`src/rtl/hazard_scoreboard.sv`:
```
// hazard_scoreboard: read-after-write hazard tracking for the execute stage.
// One small counter per architectural register records writes that have been
// issued into execute but not yet retired at writeback. The instruction in
// execute is held while any register it reads, or a register it writes whose
// counter is already full, has an unretired write.
module hazard_scoreboard #(
    parameter int unsigned REGNO     = 8,
    parameter int unsigned REGNO_LOG = 3,
    parameter int unsigned CNT_W     = 2,
    parameter int unsigned PERF_W    = 16
) (
    input  logic                 i_clk,
    input  logic                 i_rst_n,
    input  logic                 i_valid,
    input  logic [REGNO_LOG-1:0] i_l_sel,
    input  logic [REGNO_LOG-1:0] i_r_sel,
    input  logic                 i_l_use,
    input  logic                 i_r_use,
    input  logic [REGNO-1:0]     i_rf_ie,
    input  logic                 i_next_ready,
    output logic                 o_stall,
    output logic                 o_issue,
    input  logic [REGNO-1:0]     i_wb_ie,
    input  logic                 i_wb_valid,
    output logic [REGNO-1:0]     o_pending,
    output logic                 o_busy,
    output logic                 o_err,
    output logic [PERF_W-1:0]    o_stall_cnt
);

    logic [REGNO-1:0][CNT_W-1:0] cnt_q;
    logic [REGNO-1:0][CNT_W-1:0] cnt_d;
    logic                        err_q;
    logic                        err_d;
    logic [PERF_W-1:0]           stall_cnt_q;
    logic [PERF_W-1:0]           stall_cnt_d;

    logic [REGNO-1:0]            pending;
    logic [REGNO-1:0]            full;
    logic [REGNO-1:0]            inc_mask;
    logic [REGNO-1:0]            dec_mask;
    logic [REGNO-1:0]            underflow;
    logic                        src_hz;
    logic                        sat_hz;
    logic                        stall;
    logic                        issue;

    // Hazard detection from the registered counters only; a retire in this
    // same cycle is not visible until the counter updates at the edge.
    always_comb begin
        pending = '0;
        full    = '0;
        for (int unsigned k = 0; k < REGNO; k++) begin
            pending[k] = (cnt_q[k] != '0);
            full[k]    = (cnt_q[k] == '1);
        end
        src_hz    = (i_l_use & pending[i_l_sel]) | (i_r_use & pending[i_r_sel]);
        sat_hz    = |(i_rf_ie & full);
        stall     = i_valid & (src_hz | sat_hz);
        issue     = i_valid & i_next_ready & ~stall;
        inc_mask  = {REGNO{issue}} & i_rf_ie;
        dec_mask  = {REGNO{i_wb_valid}} & i_wb_ie;
        underflow = dec_mask & ~pending;
    end

    // Per-register counter update, sticky underflow flag and stall counter.
    // A retire against an empty counter is dropped (and flagged) rather than
    // cancelling a same-cycle issue, so the newly issued write stays tracked.
    always_comb begin
        cnt_d       = cnt_q;
        err_d       = err_q | (|underflow);
        stall_cnt_d = stall_cnt_q;
        for (int unsigned k = 0; k < REGNO; k++) begin
            case ({inc_mask[k], dec_mask[k] & pending[k]})
                2'b10:   cnt_d[k] = cnt_q[k] + CNT_W'(1);
                2'b01:   cnt_d[k] = cnt_q[k] - CNT_W'(1);
                default: cnt_d[k] = cnt_q[k];
            endcase
        end
        if (stall && (stall_cnt_q != '1)) begin
            stall_cnt_d = stall_cnt_q + PERF_W'(1);
        end
    end

    // State registers with asynchronous active-low clear.
    always_ff @(posedge i_clk or negedge i_rst_n) begin
        if (!i_rst_n) begin
            cnt_q       <= '0;
            err_q       <= 1'b0;
            stall_cnt_q <= '0;
        end else begin
            cnt_q       <= cnt_d;
            err_q       <= err_d;
            stall_cnt_q <= stall_cnt_d;
        end
    end

    // Output drive.
    always_comb begin
        o_stall     = stall;
        o_issue     = issue;
        o_pending   = pending;
        o_busy      = |pending;
        o_err       = err_q;
        o_stall_cnt = stall_cnt_q;
    end

endmodule

```
`config.mk`:
```
export PLATFORM = sky130hd
export DESIGN_NAME = hazard_scoreboard
export DESIGN_NICKNAME = d
export VERILOG_FILES = /design/src/rtl/hazard_scoreboard.sv
export SDC_FILE = /design/constraint.sdc
export NUM_CORES = 1
export LEC_CHECK = 0
export ABC_AREA = 1
export CAP_MARGIN = 20
export CORE_UTILIZATION = 38
export DETAILED_ROUTE_END_ITERATION = 10
export GPL_ROUTABILITY_DRIVEN = 1
export MAX_ROUTING_LAYER = met4
export PLACE_DENSITY_LB_ADDON = 0.3
export SYNTH_ARGS = -nofsm -noshare
export SYNTH_HDL_FRONTEND = slang
export SYNTH_SLANG_ARGS = --single-unit
```
`constraint.sdc`:
```
create_clock -name i_clk -period 3 [get_ports i_clk]
set_input_delay 0.45 -clock i_clk [delete_from_list [all_inputs] [get_ports i_clk]]
set_output_delay 0.45 -clock i_clk [all_outputs]
set_load 0.03 [all_outputs]
```
==> out/qor.yml <==
nFillCells: 561
crit_fanout: 5
grt_pass1_wl_um: 9260
power_mw: 2.24
die_area_um2: 6200
multi_input_area_um2: 1240
vias: 2205
hpwlAfterDp_um: 4220
cts_resized: 0
hold_viol: 0
ios: 57
insertion_delay_ns: 0.29
num_rows: 27
power_density_nw_per_um2: 757
required_ns: 2.55
relSlewSlack_pct: 71.4
drcViolationCount: 0
overflow: 0
core_um2: 5610
slew_viol_final: 0
clock_skew_ns: 0.00867
dr.first_iter.drc_count: 143
antenna_found_initial: 0
grt_use_total_pct: 19.6
synth-seq-cells: 33
nets: 392
finalSetupTns_ns: 0
initial_core_util_pct: 39.9
syn_area_um2: 2240
setup_viol: 0
diodes: 0
holdPathStages: 1
layout-drive-gt1-share_pct: 6.76
syn_area_per_cell_um2: 7.61
place_area_um2: 2870
io_buffer_count: 56
fin_area_um2: 2950
worst_slew_pin_slew_ns: 0.429
cts_tree: "done"
cp-start-kind: "primary input"
post_drt_wl_per_cell_um: 13.0
root_buffer: "clkbuf_8"
grt_max_degree: 34
worstRegToRegCells: 12
final_util_pct: 52.7
synth-edff-count: 0
routabilityCongestion: 0.860
synthArstFlopShare_pct: 100
end_kind: "output port"
arrival_ns: 2.35
postCtsSetupBuffers: 0
yosys_warnings: 0
htreeDepth: 2
ys.flop_type: "dfrtp_1"
avgViaCountPerCell: 5.16
clockBufferDepth: 2
worstSetupPathType: "primary input to output port"
run_status: "complete, no violations"
die_w_um: 78.8
period_needed_ns: 2.80
synth_cells: 294
grt_pass1_vias: 2082
register_area_um2: 826
ir_drop_v: 0.000350
areaGrowthSynthToFinish_pct: 31.9
max_freq_mhz: 357
ys_types: 26
postCtsHoldBufs: 0
drtAntennaViolNets: 0
wl_um: 5540
cts_buffers: 5
rsz0062_at_grt: "false"
clock_sinks: 33
syn-num-nets: 332
cts.reportedPaths.clkPinSlew_ns: 0.06
period_share_pct: 93.3
hold_class: "flip-flop to flip-flop"
ys_seq_area_share_pct: 36.9
dr.pass1.iters: 4
drv_cap: 0
dieHeight_um: 78.8
p_leak_nw: 1.31
[worst paths after layout]
path	from	endpoint	slack, ns
worst max-delay path	i_r_sel[0]	o_stall	0.20
worst min-delay path	cnt_q[11]$_DFFE_PN0P_	cnt_q[11]$_DFFE_PN0P_	0.51
worst max register to register	cnt_q[10]$_DFFE_PN0P_	cnt_q[11]$_DFFE_PN0P_	0.65
worst min register to register	cnt_q[11]$_DFFE_PN0P_	cnt_q[11]$_DFFE_PN0P_	0.51
max in group asynchronous	i_rst_n	cnt_q[9]$_DFFE_PN0P_	2.12
min in group asynchronous	i_rst_n	cnt_q[2]$_DFFE_PN0P_	0.56
[where the power goes]
group          total (mW)  internal (mW)  switching, mW
Sequential          0.768          0.592          0.176
Combinational        1.14          0.479          0.662
Clock               0.327          0.161          0.166
Total                2.24           1.23           1.00
[state kept, by name (all words and copies together), names as in the netlist]
signal,cells
o_err,1
o_stall_cnt,16
cnt_q,16
[logic make-up after synthesis]
kind of cell	synth area share, %
fa+ha+maj	5.03
flops	36.9
buf+inv	7.60
compound gates	4.53
xor+xnor	9.00
simple gates	36.9
[layout by cell type, fill, tap and decap left out, drive strengths merged]
cell type      instances
clkinv                 2
clkbuf                 6
xnor2                 20
a21oi                  8
inv                   35
nand3b                 3
nand3                 35
nor3                   9
o22ai                  2
dfrtp                 33
o21ai                  8
clkdlybuf4s50         55
nand4                 21
nor4                   2
buf                    4
ha                     9
nor2                  22
a311oi                 1
nand2                 76
xor2                   3
and3                   1
[final cells by class]
| cell class | instances | area share [%] |
|---|---|---|
| Clock inverter | 2 | 0.339 |
| Multi-Input combinational cell | 220 | 42.1 |
| Tap cell | 72 | 3.05 |
| Clock buffer | 6 | 2.46 |
| Timing Repair Buffer | 59 | 19.7 |
| Inverter | 35 | 4.45 |
| Sequential cell | 33 | 28.0 |
[worst max-delay path: stages]
cell and delay (ns):
clkdlybuf4s50_1 0.55, inv_1 0.11, nand2_1 0.09, nand3_1 0.08
nand3_1 0.08, nand3_1 0.12, nand3_4 0.11, nand2_1 0.06
inv_1 0.05, clkdlybuf4s50_1 0.66
[synth_stat cells (3+ instances only)]
library cell  instances  area [um^2]
nand2_1              75          282
inv_1                35          131
dfrtp_1              33          826
nand3_1              33          165
nand4_1              20          125
xnor2_1              20          175
nor2_1               13         48.8
ha_1                  9          113
nor3_1                9         45.0
a21oi_1               8         40.0
o21ai_0               8         40.0
nor2_2                7         43.8
nand3b_1              3         22.5
xor2_1                3         26.3
[metrics by stage]
| step | std cells | setup WS (ns) | hold slack [ns] |
|---|---|---|---|
| final | 427 | 0.200 | 0.513 |
| after global routing | 427 | 0.0803 | 0.524 |
| after CTS | 427 | 0.221 | 0.507 |
| after detailed placement | 419 | 0.220 | 0.493 |
| after global placement | 419 | 0.243 | 0.470 |
| after floorplan | 294 | 0.819 | 0.154 |
[routing by layer]
metal  global-route usage [%]  wire, um
met5                        -         0
met4                     7.04        87
met3                     4.02       229
met2                     32.4      2700
met1                     23.8      2520
(Power assumes the default switching activity.)
